### config.mk
export PLATFORM = sky130hd
export DESIGN_NAME = alu8_sequencer
export DESIGN_NICKNAME = d
export VERILOG_FILES = /design/src/rtl/alu8_sequencer.sv
export SDC_FILE = /design/constraint.sdc
export NUM_CORES = 1
export LEC_CHECK = 0
export BUFFER_PORTS_ARGS = -buffer_cell sky130_fd_sc_hd__buf_2
export CORE_MARGIN = 4
export CORE_UTILIZATION = 40
export CTS_BUF_LIST = sky130_fd_sc_hd__clkbuf_16
export CTS_CLUSTER_DIAMETER = 50
export DETAILED_ROUTE_END_ITERATION = 16
export GPL_ROUTABILITY_DRIVEN = 1
export GPL_TIMING_DRIVEN = 1
export SLEW_MARGIN = 40
export SYNTH_ARGS = -nofsm -noshare
export SYNTH_HDL_FRONTEND = slang
export SYNTH_SLANG_ARGS = --single-unit
### constraint.sdc
create_clock -name clk -period 2.5 [get_ports clk]
set_clock_uncertainty 0.15 [all_clocks]
set_input_delay 0.375 -clock clk [delete_from_list [all_inputs] [get_ports clk]]
set_output_delay 0.375 -clock clk [all_outputs]
set_load 0.1 [all_outputs]
### src/rtl/alu8_sequencer.sv
// alu8_sequencer
// Drives an external 4-bit combinational ALU to perform 8-bit AND/OR/ADD/SUB
// as two nibble passes (low nibble first, carry chained into the high pass).
// Ports:
//   clk, rst               clock; synchronous active-high reset
//   in_valid/in_ready      command handshake; in_op (00 AND, 01 OR, 10 ADD,
//                          11 SUB), in_a, in_b operands
//   out_valid/out_ready    result handshake; out_res, out_cout, out_zero
//   alu_a/alu_b/alu_cin/alu_op  registered drive to the external ALU
//   alu_res/alu_cout       combinational ALU response
module alu8_sequencer (
    input  logic       clk,
    input  logic       rst,
    input  logic       in_valid,
    output logic       in_ready,
    input  logic [1:0] in_op,
    input  logic [7:0] in_a,
    input  logic [7:0] in_b,
    output logic       out_valid,
    input  logic       out_ready,
    output logic [7:0] out_res,
    output logic       out_cout,
    output logic       out_zero,
    output logic [3:0] alu_a,
    output logic [3:0] alu_b,
    output logic       alu_cin,
    output logic [1:0] alu_op,
    input  logic [3:0] alu_res,
    input  logic       alu_cout
);

    typedef enum logic [1:0] {S_IDLE, S_LO, S_HI, S_DONE} state_t;

    localparam logic [1:0] OP_ADD = 2'b10;
    localparam logic [1:0] OP_SUB = 2'b11;

    state_t     state_q, state_d;
    logic [1:0] op_q, op_d;
    logic [7:0] a_q, a_d;
    logic [7:0] b_q, b_d;
    logic [3:0] res_lo_q, res_lo_d;
    logic [7:0] out_res_q, out_res_d;
    logic       out_cout_q, out_cout_d;
    logic       out_zero_q, out_zero_d;
    logic [3:0] alu_a_q, alu_a_d;
    logic [3:0] alu_b_q, alu_b_d;
    logic       alu_cin_q, alu_cin_d;
    logic [1:0] alu_op_q, alu_op_d;

    logic       in_sub;
    logic       q_sub;
    logic       q_arith;
    logic [7:0] full_res;

    assign in_sub   = (in_op == OP_SUB);
    assign q_sub    = (op_q == OP_SUB);
    assign q_arith  = op_q[1];            // ADD or SUB
    assign full_res = {alu_res, res_lo_q};

    always_comb begin
        state_d    = state_q;
        op_d       = op_q;
        a_d        = a_q;
        b_d        = b_q;
        res_lo_d   = res_lo_q;
        out_res_d  = out_res_q;
        out_cout_d = out_cout_q;
        out_zero_d = out_zero_q;
        alu_a_d    = alu_a_q;
        alu_b_d    = alu_b_q;
        alu_cin_d  = alu_cin_q;
        alu_op_d   = alu_op_q;

        case (state_q)
            S_IDLE: begin
                if (in_valid) begin
                    op_d      = in_op;
                    a_d       = in_a;
                    b_d       = in_b;
                    // SUB runs as A + ~B + 1 on the ALU's ADD function
                    alu_a_d   = in_a[3:0];
                    alu_b_d   = in_sub ? ~in_b[3:0] : in_b[3:0];
                    alu_cin_d = in_sub;
                    alu_op_d  = in_sub ? OP_ADD : in_op;
                    state_d   = S_LO;
                end
            end
            S_LO: begin
                res_lo_d  = alu_res;
                alu_a_d   = a_q[7:4];
                alu_b_d   = q_sub ? ~b_q[7:4] : b_q[7:4];
                // the low-pass carry goes straight into the high-pass cin
                alu_cin_d = q_arith & alu_cout;
                state_d   = S_HI;
            end
            S_HI: begin
                out_res_d  = full_res;
                out_cout_d = q_arith & alu_cout;
                out_zero_d = (full_res == 8'h00);
                state_d    = S_DONE;
            end
            S_DONE: begin
                if (out_ready) state_d = S_IDLE;
            end
            default: state_d = S_IDLE;
        endcase
    end

    always_ff @(posedge clk) begin
        if (rst) begin
            state_q    <= S_IDLE;
            op_q       <= 2'b00;
            a_q        <= 8'h00;
            b_q        <= 8'h00;
            res_lo_q   <= 4'h0;
            out_res_q  <= 8'h00;
            out_cout_q <= 1'b0;
            out_zero_q <= 1'b0;
            alu_a_q    <= 4'h0;
            alu_b_q    <= 4'h0;
            alu_cin_q  <= 1'b0;
            alu_op_q   <= 2'b00;
        end else begin
            state_q    <= state_d;
            op_q       <= op_d;
            a_q        <= a_d;
            b_q        <= b_d;
            res_lo_q   <= res_lo_d;
            out_res_q  <= out_res_d;
            out_cout_q <= out_cout_d;
            out_zero_q <= out_zero_d;
            alu_a_q    <= alu_a_d;
            alu_b_q    <= alu_b_d;
            alu_cin_q  <= alu_cin_d;
            alu_op_q   <= alu_op_d;
        end
    end

    assign in_ready  = (state_q == S_IDLE);
    assign out_valid = (state_q == S_DONE);
    assign out_res   = out_res_q;
    assign out_cout  = out_cout_q;
    assign out_zero  = out_zero_q;
    assign alu_a     = alu_a_q;
    assign alu_b     = alu_b_q;
    assign alu_cin   = alu_cin_q;
    assign alu_op    = alu_op_q;

endmodule

==> run metrics <==
total track usage 14.7%; Hold Violations, Final 0; I/O Buffers 49; Seq cells post-synth 37; first-pass iteration count of the detailed router 4; crit-path cells inv_1, ha_1, buf_2; slowest CP cell buf_2; switching power 1.47 mW; period utilization 78.6%; CTS Buf Count 5; Post-route DRC 0; Setup Fix Bufs, Post-CTS 0; maximum vdd drop 0.558 mV; Reg power frac 27.7%; CTS Sinks 37; Die X 73.3 um; Cell Rows 23; # diodes 0; final worst setup slack 0.535 ns; largest net degree at the start of global routing 27; Crit path max-delay family buffers and inverters; ANT nets after route 0; maximum root-to-sink buffer count 2; relative slew slack 58.5%; Worst setup EP type primary output; synthesized area 1700 sq um; delay of the slowest critical-path stage 0.47 ns; register area 741 sq um; CP Launch Type register; Avg Vias per Cell 5.03; routed wire length 3710 um; Hold Crit Class in2reg; initial core utilization 42.0%; WP buf/inv 2; CP max FO 7; GPL Wtd Cong 0.792; RSZ-0062 raised after global routing no; Synth-to-Final Area Change 23.9%; Core Area 4060 sq um; switching share of power 48.1%; worst-skew pair later-pin latency 0.27 ns; Multi-input gate area 877 sq um; CTS tree done; fraction of registers with async set/reset 0%; GRT Residual Overflow 0; detailed placer's ending HPWL 2660 um; fmax 509 MHz; min cycle time layout 1.96 ns; Worst-path clk slew 0.05 ns; clock network power share 22.4%; Synth Area per Inst 9.26 sq um; EDFF count, synth 0; Die Height 73.3 um; Yosys Warn Count 0; setup TNS 0 ns; Top FF cell, synth dfxtp_1; P_int 1.58 mW; Seq/Total Area, Yosys 43.5%; status complete, no violations; first-pass GRT wire length 6150 um; total number of vias 1402; drt initial violations 48; Final setup viols 0; cts repair resizes 0; area of the die 5370 sq um; leakage 0.925 nW; worst endpoint data arrival time 1.44 ns; Routed wire per std cell 13.3 um; num ports 50; vias in the first global route 1353; Final nets 259; synthesized netlist cell count 184; WS Path Type reg2out; antenna violations before repair 0; CP Data Required Time 1.98 ns; Slew @ Worst Pin 0.622 ns; Layout fillers 392; H-tree depth 2; Place WS 0.800 ns; MaxCap Viol Count 0; PD cells 1440 nW/um^2; Util after Layout 52.0%; CTS root buffer clkbuf_16; Comb pwr share 50.0%; Syn Nets 215; post-synth cell types 30; Final Max Slew Viols 0; CTS Hold Bufs 0; fraction of layout cells with a size suffix above 1 30.1%
## synthesized netlist by cell type, types with 5 or more instances
library cell  instances  share of area (%)
a21oi_1              16                4.7
and3_1                5                1.8
buf_2                 6                1.8
dfxtp_1              37                 43
mux2i_1              16                9.4
nand2_1              20                4.4
nand2b_1              8                2.9
nand3b_1              6                2.6
nor2_1               19                4.2
## per-layer routing
metal  track usage (%)  routed length [um]
met1              18.4                1680
met2              23.8                1710
met3              4.79                 266
met4              4.92                  50
met5                 0                   0
## worst reg2reg max path, cell delays in order, from the launching register on
cell and delay, ns:
dfxtp_1 0.32, inv_1 0.09, ha_1 0.34, mux2_4 0.36, nand2b_4 0.09, o32ai_1 0.26
## sequential cells by signal (all words and copies together), names as in the netlist, 2 cells and up
register  count
state_q       2
out_res       8
b_q           4
a_q           4
alu_op        2
alu_b         4
alu_a         4
op_q          2
res_lo_q      4
## cells in the final DEF, fill, tap and decap left out
master,Yosys,layout
buf_2,6,49
dfxtp_1,37,37
nand2_1,20,20
nor2_1,19,19
a21oi_1,16,16
mux2i_1,16,16
nand2b_1,8,8
nand3b_1,6,6
and3_1,5,5
clkbuf_16,0,5
a21boi_0,4,4
and3b_1,4,4
nor3_1,4,4
a21bo_2,4,4
o32ai_1,4,4
nand3_1,4,4
a211oi_2,4,4
ha_1,4,4
inv_1,2,3
nor4_1,2,2
buf_4,0,2
mux2_4,1,1
nand2b_4,1,1
and2_1,1,1
a211oi_1,1,1
a21o_1,1,1
nor2_2,1,1
a311oi_2,1,1
bufinv_16,0,1
clkinv_1,0,1
## final timing paths
| kind | start | endpoint | slack (ns) | depth (start not counted) |
|---|---|---|---|---|
| worst max-delay path | state_q[0] | in_ready | 0.54 | 3 |
| worst max register to register | state_q[1] | alu_b[1] | 0.79 | 5 |
| worst min register to register | a_q[4] | a_q[4] | 0.31 | 2 |
| worst min-delay path | in_a[4] | a_q[4] | 0.19 | 3 |
## through the flow
| step | hold WS, ns | total power, mW | instance area [sq um] | cells |
|---|---|---|---|---|
| 6_report | 0.191 | 3.05 | 2110 | 279 |
| 5_1_grt | 0.205 | 3.20 | 2110 | 279 |
| 4_1_cts | 0.191 | 3.08 | 2110 | 279 |
| 3_5_place_dp | 0.299 | 2.39 | 1950 | 271 |
| 3_3_place_gp | 0.294 | 2.38 | 1950 | 271 |
| 2_1_floorplan | 0.286 | 2.20 | 1700 | 184 |
## logic make-up after synthesis
kind of cell / share of synthesized area [%]
multiplexers: 10.3
adder cells (fa/ha/maj): 2.94
AND/OR/NAND/NOR: 22.7
flip-flops: 43.5
buffers and inverters: 5.07
AO/OA/AOI/OAI: 15.6
## final cells by class
type	instances	share of cell area [%]
sequential	37	35.1
tap	50	2.96
multi-input combinational	131	41.6
timing repair buffer	51	12.3
inverter	2	0.356
clock inverter	3	1.78
clock buffer	5	5.93
## power by group through the flow
stage                     clock network, mW  registers, mW  logic [mW]
after floorplan                           0           1.45       0.741
after global placement                    0          0.853        1.53
after detailed placement                  0          0.853        1.53
after CTS                             0.697          0.843        1.54
after global routing                  0.718          0.865        1.62
final                                 0.682          0.843        1.52
(Power assumes the default switching activity.)
